`config.mk`:
```
export PLATFORM = sky130hd
export DESIGN_NAME = data_memory_arbiter
export DESIGN_NICKNAME = d
export VERILOG_FILES = /design/src/rtl/data_memory_arbiter.sv
export SDC_FILE = /design/constraint.sdc
export NUM_CORES = 1
export LEC_CHECK = 0
export ABC_AREA = 1
export BUFFER_PORTS_ARGS = -buffer_cell sky130_fd_sc_hd__buf_2
export CAP_MARGIN = 20
export CORE_MARGIN = 4
export CORE_UTILIZATION = 46
export DETAILED_ROUTE_END_ITERATION = 12
export GPL_ROUTABILITY_DRIVEN = 0
export GPL_TIMING_DRIVEN = 0
export MAX_ROUTING_LAYER = met4
export PLACE_DENSITY_LB_ADDON = 0.25
export SYNTH_ARGS = -nofsm -noshare
export SYNTH_HDL_FRONTEND = slang
export SYNTH_SLANG_ARGS = --single-unit
```
`constraint.sdc`:
```
create_clock -name clk -period 1.3 [get_ports clk]
set_input_delay 0.325 -clock clk [delete_from_list [all_inputs] [get_ports clk]]
set_output_delay 0.325 -clock clk [all_outputs]
set_load 0.01 [all_outputs]
```
`src/rtl/data_memory_arbiter.sv`:
```
// Round-robin arbiter and access sequencer for two requesters sharing the single-port data_memory.
// Optional grant counters are enabled by defining DATA_MEMORY_ARBITER_STATS_EN.
module data_memory_arbiter #(
  parameter int W     = 3,
  parameter int CNT_W = 16
) (
  input  logic             clk,
  input  logic             reset,
  input  logic             p0_req,
  input  logic             p0_we,
  input  logic [W:0]       p0_addr,
  input  logic [W:0]       p0_wdata,
  output logic             p0_gnt,
  output logic             p0_done,
  output logic [W:0]       p0_rdata,
  input  logic             p1_req,
  input  logic             p1_we,
  input  logic [W:0]       p1_addr,
  input  logic [W:0]       p1_wdata,
  output logic             p1_gnt,
  output logic             p1_done,
  output logic [W:0]       p1_rdata,
`ifdef DATA_MEMORY_ARBITER_STATS_EN
  input  logic             stats_clear,
  output logic [CNT_W-1:0] p0_grant_count,
  output logic [CNT_W-1:0] p1_grant_count,
`endif
  output logic [W:0]       mem_address,
  output logic [W:0]       mem_write_data,
  output logic             mem_control_write,
  input  logic [W:0]       mem_read_data
);

  typedef enum logic [1:0] {IDLE, ACCESS, RESP} state_t;

  state_t     state, state_nxt;
  logic       acc_id, acc_we, last_grant;
  logic [W:0] acc_addr, acc_wdata;
  logic       any_req, win_id;

  assign any_req = p0_req | p1_req;
  // On a tie the port that did not win last time takes the grant.
  assign win_id  = (p0_req && p1_req) ? ~last_grant : p1_req;

  // Outputs decode straight from state so write enable drops the instant reset asserts.
  always_comb begin
    state_nxt         = state;
    p0_gnt            = 1'b0;
    p1_gnt            = 1'b0;
    p0_done           = 1'b0;
    p1_done           = 1'b0;
    mem_control_write = 1'b0;
    case (state)
      IDLE: begin
        if (any_req) state_nxt = ACCESS;
      end
      ACCESS: begin
        p0_gnt            = ~acc_id;
        p1_gnt            = acc_id;
        mem_control_write = acc_we;
        state_nxt         = RESP;
      end
      RESP: begin
        p0_done   = ~acc_id;
        p1_done   = acc_id;
        state_nxt = IDLE;
      end
      default: state_nxt = IDLE;
    endcase
  end

  always_ff @(posedge clk or posedge reset) begin
    if (reset) begin
      state      <= IDLE;
      acc_id     <= 1'b0;
      acc_we     <= 1'b0;
      acc_addr   <= '0;
      acc_wdata  <= '0;
      last_grant <= 1'b1;
      p0_rdata   <= '0;
      p1_rdata   <= '0;
    end else begin
      state <= state_nxt;
      if (state == IDLE && any_req) begin
        acc_id     <= win_id;
        acc_we     <= win_id ? p1_we    : p0_we;
        acc_addr   <= win_id ? p1_addr  : p0_addr;
        acc_wdata  <= win_id ? p1_wdata : p0_wdata;
        last_grant <= win_id;
      end
      if (state == ACCESS && !acc_we) begin
        if (acc_id) p1_rdata <= mem_read_data;
        else        p0_rdata <= mem_read_data;
      end
    end
  end

  // Access registers only load on a win, so the memory port holds its last value otherwise.
  assign mem_address    = acc_addr;
  assign mem_write_data = acc_wdata;

`ifdef DATA_MEMORY_ARBITER_STATS_EN
  always_ff @(posedge clk or posedge reset) begin
    if (reset) begin
      p0_grant_count <= '0;
      p1_grant_count <= '0;
    end else if (stats_clear) begin
      p0_grant_count <= '0;
      p1_grant_count <= '0;
    end else begin
      if (p0_gnt && !(&p0_grant_count)) p0_grant_count <= p0_grant_count + 1'b1;
      if (p1_gnt && !(&p1_grant_count)) p1_grant_count <= p1_grant_count + 1'b1;
    end
  end
`else
  logic [CNT_W-1:0] stats_unused;
  assign stats_unused = '0;
`endif

endmodule

```
# After elaboration in Yosys (flattened, before gate mapping)
# Index checks and enable logic that the tools add are counted.
totals:
  register_bits: 21
  input_bits: 26
  word_cells: 32
op_classes:
  muxes: 11
  n_eq_ne: 3
  bitwise: 3
  n_reduce_logical: 7
op_table:
  columns: ["cell", "count"]
  rows:
  - ["2-to-1 mux 4 bit", 2]
  - ["2-to-1 mux 1 bit", 7]
  - ["one-hot mux 2 bit (2 select lines)", 1]
  - ["AND reduction 2 bit", 2]
  - ["logical AND 1 bit", 3]
  - ["== test 2 x 1 -> 1 bit, second input constant", 1]
  - ["== test 2 bit, second input constant", 1]
  - ["logical NOT 2 bit", 1]
  - ["2-to-1 mux 2 bit", 1]
  - ["!= test 2 bit, second input constant", 1]
  - ["inverter 1 bit", 2]
  - ["logical NOT 1 bit", 1]
  - ["bitwise OR 1 bit", 1]

# Depth between registers and ports, before layout
# Gate-level depths: netlist (run 1).
depth:
  depth_word: 3
  mapped_depth: 6

# Worst setup path after synthesis (run 1)
# OpenSTA, ideal clock, no wires.
synth_path:
  path_kind: "register to output"
  start: "register state[1]"
  end: "output mem_control_write"
  t_required_ns: 0.975
  path_buffers: 1
  path_stages_with_launch: 5
  path_slack_ns: 0.097
  t_arrival_ns: 0.878
  path_cell_list: "dfrtp_1 -> nor2_4 -> buf_6 -> inv_1 -> nor2_1"
synth_between:
  elab_chain_len: 2
synth_rtl:
  columns: ["element", "line_no", "rtl"]
  rows:
  - ["start, declared", "36", "state_t state, state_nxt;"]
  - ["start signal, assigned", "83", "state <= state_nxt;"]
  - ["== test 2 x 1 -> 1 bit", "53", "case (state)"]
  - ["2-to-1 mux 1 bit", "53", null]
  - ["end, declared", "30", "output logic mem_control_write,"]
# No other way between the ends.

# Worst setup path in the final report (run 1)
layout_path:
  start: "register acc_id"
  end: "output p1_done"
layout_between:
  elab_chain_len: 1
layout_rtl:
  columns: ["element", "line_no", "rtl"]
  rows:
  - ["start, declared", "37", "logic acc_id, acc_we, last_grant;"]
  - ["start signal, assigned", "85", "acc_id <= win_id;"]
  - ["2-to-1 mux 1 bit", "53", null]
  - ["end, declared", "21", "output logic p1_done,"]
# No other way between the ends.

==> results.yml, run 1 <==
status:
  run_status: "finished, violations left"
  violations: "negative setup slack"
worst_hold_path:
  hp-class: "in -> async"
drt:
  firstDrtPassIters: 5
  drc: 0
  drt-initial-drc-count: 29
  viasPerCell: 4.83
  wirelength_um: 2720
  vias: 1092
  wire_per_inst_um: 12.0
  ant_nets: 0
cts:
  cts_tree: "built"
  clk_pin_slew_worst_paths_ns: 0.12
  clockBufferDepth: 2
  cts.sinks: 21
  ctsHoldBuffers: 0
  clk_latency_ns: 0.31
  cts_made_buffers: 3
  htree_levels: 1
  clockRootBuffer: "clkbuf_4"
final_layout:
  fill_cells: 192
  mostFrequentLayoutCells: "nand2_1 (47), buf_2 (47), inv_1 (20), dfrtp_1 (20), nand3_1 (19)"
  final_cells: 226
  synthToLayoutAreaGrowth_pct: 39.2
  fin_util: 0.667
  drive_gt1_frac: 0.399
  layout.nets: 225
  postLayoutCellArea_um2: 1480
  n_antenna_cell: 0
sta:
  tightest_slew_ns: 0.802
  finalCritPeriodShare: 1.18
  hold_violations: 0
  rsz0062_at_grt: "yes"
  finalMaxSlewViolations: 0
  setup_viol: 5
  finalCriticalPeriod_ns: 1.54
  final.setup_skew_ns: 0.00262
  max_freq_mhz: 650
  fin_ws_ns: -0.239
  relSlewSlack: 0.465
  tns_ns: -0.989
synth:
  synth-seq-cells: 21
  synth-seq-area-share: 0.497
  synthDistinctLibCells: 15
  synth.avg_cell_area_um2: 7.68
  synth-simple-area-share: 0.370
  syn_nets: 164
  syn_inst: 138
  synth_fa_ha_area_frac: 0
  netlist_area_um2: 1060
  synth_mux_area_frac: 0
  synthXorXnorAreaFrac: 0
  synthTopCellsByArea: "dfrtp_1 (47%), nand2_1 (17%), nand3_1 (9.0%)"
  synth_compound_area_frac: 0.00472
  synth_top_area_frac: 0.472
  synth.largest_area_cell: "dfrtp_1"
  synth_top_family_by_area: "simple AND/OR/NAND/NOR gates"
  yosys_warnings: 0
floorplanning:
  rows: 17
  die_w_um: 56
  die_h_um: 56
  ios: 47
  start_util: 0.479
  die-area_um2: 3140
  core-area_um2: 2210
setup_path:
  cp.arrival_ns: 1.21
  worstSetupEndpointType: "primary output"
  crit_fanout: 8
  crit_slowest_cell: "dfrtp_1"
  crit_type: "reg -> out"
  crit_chain: "buf_6, clkinvlp_4, nor3_2, buf_2"
  cp-start-kind: "flop"
  cp.required_ns: 0.98
  worstRegToRegCells: 7
  cpPeakStageDelay_ns: 0.36
flow_run:
  maxCapViolCount: 0
power_and_ir_drop:
  powerDensity_nw_per_um2: 2260
  combinationalPowerShare: 0.558
  leakage_nw: 0.883
  p_seq_frac: 0.346
  ir_drop_v: 0.00126
  swShare: 0.423
  p_switching_mw: 1.41
  intPower_mw: 1.92
  power_frac_clock: 0.096
global_route:
  grt_max_degree: 22
  grt_pass1_wl_um: 4440
  grt_overflow: 0
  grt_pass1_vias: 1029
  antenna_found_initial: 0
  grt_usage: 0.184
placement:
  place_area_um2: 1330
  dp_cells: 212
  portBuffers: 46
  hpwl_um: 1880
[final cells by class]
cell class                      instances  area, um^2  share of cell area
Inverter                               25         108              0.0729
Timing Repair Buffer                   57         323               0.219
Buffer                                  5        40.0              0.0271
Clock buffer                            4        26.3              0.0178
Tap cell                               28        35.0              0.0237
Sequential cell                        21         527               0.357
Multi-Input combinational cell         86         417               0.282
[synth_stat cells (all sizes together)]
master,instances
dfrtp,20
dfstp,1
nand3,20
nand2,48
o21ai,1
buf,6
inv,25
nor3,2
nand4,9
nor2,6
[registers in the layout, indices dropped and copies added, names as in the netlist]
register        flops
acc_id              1
state               2
p1_rdata            4
p0_rdata            4
mem_write_data      4
last_grant          1
mem_address         4
acc_we              1
[per-layer routing]
metal,GRT usage,share of wire
met3,0.0325,0.071
met5,-,0
met2,0.309,0.51
met1,0.214,0.40
met4,0.0814,0.019
[final timing paths]
kind,from,end,slack [ns]
max in group asynchronous,reset,mem_address[0]$_DFFE_PP0P_,0.66
min in group clk,mem_read_data[3],p0_rdata[3]$_DFFE_PP0P_,0.29
setup reg to reg,state[1]$_DFFE_PP0P_,mem_address[2]$_DFFE_PP0P_,0.06
setup / recovery,acc_id$_DFFE_PP0P_,p1_done,-0.24
hold / removal,reset,mem_write_data[1]$_DFFE_PP0P_,0.15
hold reg to reg,last_grant$_DFFE_PP1P_,last_grant$_DFFE_PP1P_,0.48
[timing repair]
action	CTS	global route
setup endpoints to repair	5	9
endpoints found under the hold margin	0	0
gates resized for setup	8	9
gates cloned	0	1
pin swaps	2	3
buffers inserted	7	3
[cells by family (layout without fill, tap and decap cells)]
| group | Yosys count | in the layout |
|---|---|---|
| AOI/OAI and AO/OA | 1 | 1 |
| buffers and inverters | 31 | 91 |
| DFF | 21 | 21 |
| and+or+nand+nor | 85 | 85 |
[critical path: cells and delay by family (launching register included)]
kind	cells	cell delay (ns)
and+or+nand+nor	1	0.15
DFF	1	0.36
buffers and inverters	3	0.39
[power by group through the flow]
stage / registers (mW) / logic [mW] / clock network, mW
6_report: 1.15 / 1.86 / 0.321
5_1_grt: 1.20 / 2.05 / 0.373
4_1_cts: 1.15 / 1.72 / 0.332
3_5_place_dp: 1.16 / 1.49 / 0
3_3_place_gp: 1.15 / 1.45 / 0
2_1_floorplan: 1.28 / 0.848 / 0
[metrics by stage]
step | setup WS, ns | hold slack (ns) | power (mW)
6_report | -0.239 | 0.148 | 3.33
5_1_grt | -0.357 | 0.197 | 3.62
4_1_cts | -0.240 | 0.166 | 3.20
3_5_place_dp | -0.00352 | 0.456 | 2.65
3_3_place_gp | 0.0130 | 0.450 | 2.60
2_1_floorplan | 0.0974 | 0.301 | 2.13
(Power assumes the default switching activity.)
==> run 2, diff against run 1 <==
--- a/config.mk
+++ b/config.mk
@@ -9,7 +9,7 @@
 export BUFFER_PORTS_ARGS = -buffer_cell sky130_fd_sc_hd__buf_2
 export CAP_MARGIN = 20
 export CORE_MARGIN = 4
-export CORE_UTILIZATION = 46
+export CORE_UTILIZATION = 49
 export DETAILED_ROUTE_END_ITERATION = 12
 export GPL_ROUTABILITY_DRIVEN = 0
 export GPL_TIMING_DRIVEN = 0
==> constraint.sdc (replaced) <==
create_clock -name clk -period 1.9 [get_ports clk]
set_input_delay 0.475 -clock clk [delete_from_list [all_inputs] [get_ports clk]]
set_output_delay 0.475 -clock clk [all_outputs]
set_load 0.05 [all_outputs]
==> run 2 against run 1 <==
- the run now ends clean
- wire length rose by 9.5%
- via count rose by 3.9%
- first-iteration DRC count fell by 6.9%
- hold slack improved by 0.14 ns
- cell count fell by 1.3%
- clock-buffer cell count fell by 1
- power fell by 11%
- critical path type unchanged
- largest cell class unchanged
- highest routed layer unchanged
==> results.yml, run 2 (synthesis gave the netlist of run 1 again) <==
drt:
  drt-initial-drc-count: 27
  wirelength_um: 2980
  drc: 0
  viasPerCell: 5.09
  firstDrtPassIters: 4
  vias: 1135
  wire_per_inst_um: 13.4
  ant_nets: 0
sta:
  finalCritPeriodShare: 0.989
  tightest_slew_ns: 0.780
  relSlewSlack: 0.480
  finalCriticalPeriod_ns: 1.88
  tns_ns: 0
  finalMaxSlewViolations: 0
  final.setup_skew_ns: 0.00320
  holdWs_ns: 0.284
  max_freq_mhz: 532
  setup_viol: 0
  hold_violations: 0
power_and_ir_drop:
  p_seq_frac: 0.271
  combinationalPowerShare: 0.653
  power_frac_clock: 0.076
  powerDensity_nw_per_um2: 2000
  p_switching_mw: 1.65
  intPower_mw: 1.31
  totalPowerFinal_mw: 2.96
  ir_drop_v: 0.00122
  leakage_nw: 0.877
  swShare: 0.559
floorplanning:
  start_util: 0.529
  core-area_um2: 2000
  die_w_um: 54.5
  die-area_um2: 2970
  die_h_um: 54.5
  ios: 47
  rows: 16
setup_path:
  path_delay_family: "buffers and inverters"
  crit_fanout: 6
  cp-start-kind: "flop"
  crit_chain: "inv_2, nor2_4, buf_6, inv_2, nor2_2, buf_6"
  cp.required_ns: 1.42
  worstSetupEndpointType: "primary output"
  cpPeakStageDelay_ns: 0.40
  critPathBufInv: 4
  cp.arrival_ns: 1.40
  crit_slowest_cell: "dfrtp_1"
  crit_type: "reg -> out"
final_layout:
  n_antenna_cell: 0
  layout.nets: 223
  fill_cells: 157
  mostFrequentLayoutCells: "nand2_1 (47), buf_2 (45), inv_1 (20), dfrtp_1 (20), nand3_1 (19)"
  drive_gt1_frac: 0.403
  synthToLayoutAreaGrowth_pct: 39.2
  final_common_cell: "nand2_1"
  final_cells: 223
  fin_util: 0.737
flow_run:
  maxCapViolCount: 0
placement:
  portBuffers: 46
  hpwl_um: 1850
  dp_cells: 211
cts:
  clockRootBuffer: "clkbuf_4"
  cts.sinks: 21
  htree_levels: 1
  cts_made_buffers: 3
  clk_pin_slew_worst_paths_ns: 0.13
  clockBufferDepth: 2
  cts_tree: "built"
  clk_latency_ns: 0.31
worst_hold_path:
  hp-class: "in -> async"
global_route:
  antenna_found_initial: 0
  grt_overflow: 0
  grt_usage: 0.204
  grt_pass1_wl_um: 4190
  grt_max_degree: 22
  grt_pass1_vias: 1007
status:
  run_status: "finished, final reports clean"
run 2: cell types whose count changed in the layout (fill, tap and decap cells not counted), sizes merged:
| cell | delta |
|---|---|
| buf | -1 |
| clkbuf | -2 |
| clkinv | +1 |
run 2: layout make-up:
cell class	count	area (um^2)	area share
inverters	25	97.6	0.0662
flip-flops and latches	21	527	0.357
multi-input cells	86	425	0.288
well taps	27	33.8	0.0229
repair buffers	54	315	0.214
clock buffers	3	22.5	0.0153
plain buffers	6	48.8	0.0331
clock inverters	1	5.00	0.00339
run 2: power groups by stage:
stage / Sequential [mW] / Combinational, mW / Clock, mW
6_report: 0.801 / 1.93 / 0.224
3_5_place_dp: 0.803 / 1.66 / 0
5_1_grt: 0.826 / 2.07 / 0.251
4_1_cts: 0.788 / 1.72 / 0.222
3_3_place_gp: 0.794 / 1.63 / 0
2_1_floorplan: 1.39 / 0.696 / 0
run 2: layer usage:
layer,track usage,vias to the layer above,wire [um]
met5,-,-,0
met2,0.345,48,1570
met4,0.104,0,51
li1,-,544,-
met3,0.0409,4,161
met1,0.227,539,1190
run 2: stage by stage:
step | instance area, um^2 | setup WS, ns
finish | 1480 | 0.0218
global route | 1480 | -0.0430
CTS | 1390 | 0.000735
detailed placement | 1330 | 0.244
global placement | 1330 | 0.316
floorplan | 1070 | 0.0348
run 2: path summary, 6_finish.rpt:
check / startpoint / endpoint / slack, ns / cells past startpoint
max in group asynchronous: reset / p1_rdata[2]$_DFFE_PP0P_ / 1.13 / 2
min in group clk: mem_read_data[2] / p1_rdata[2]$_DFFE_PP0P_ / 0.43 / 3
max reg2reg: state[1]$_DFFE_PP0P_ / mem_address[3]$_DFFE_PP0P_ / 0.63 / 7
max: state[0]$_DFFE_PP0P_ / p1_gnt / 0.02 / 6
min reg2reg: last_grant$_DFFE_PP1P_ / last_grant$_DFFE_PP1P_ / 0.48 / 2
min: reset / mem_address[3]$_DFFE_PP0P_ / 0.28 / 2
run 2: timing repair:
action,CTS,global route
pin swaps,0,2
hold buffers,0,0
endpoints found under the setup margin,4,4
setup buffers,2,6
cloned,0,0
resized for setup,5,13
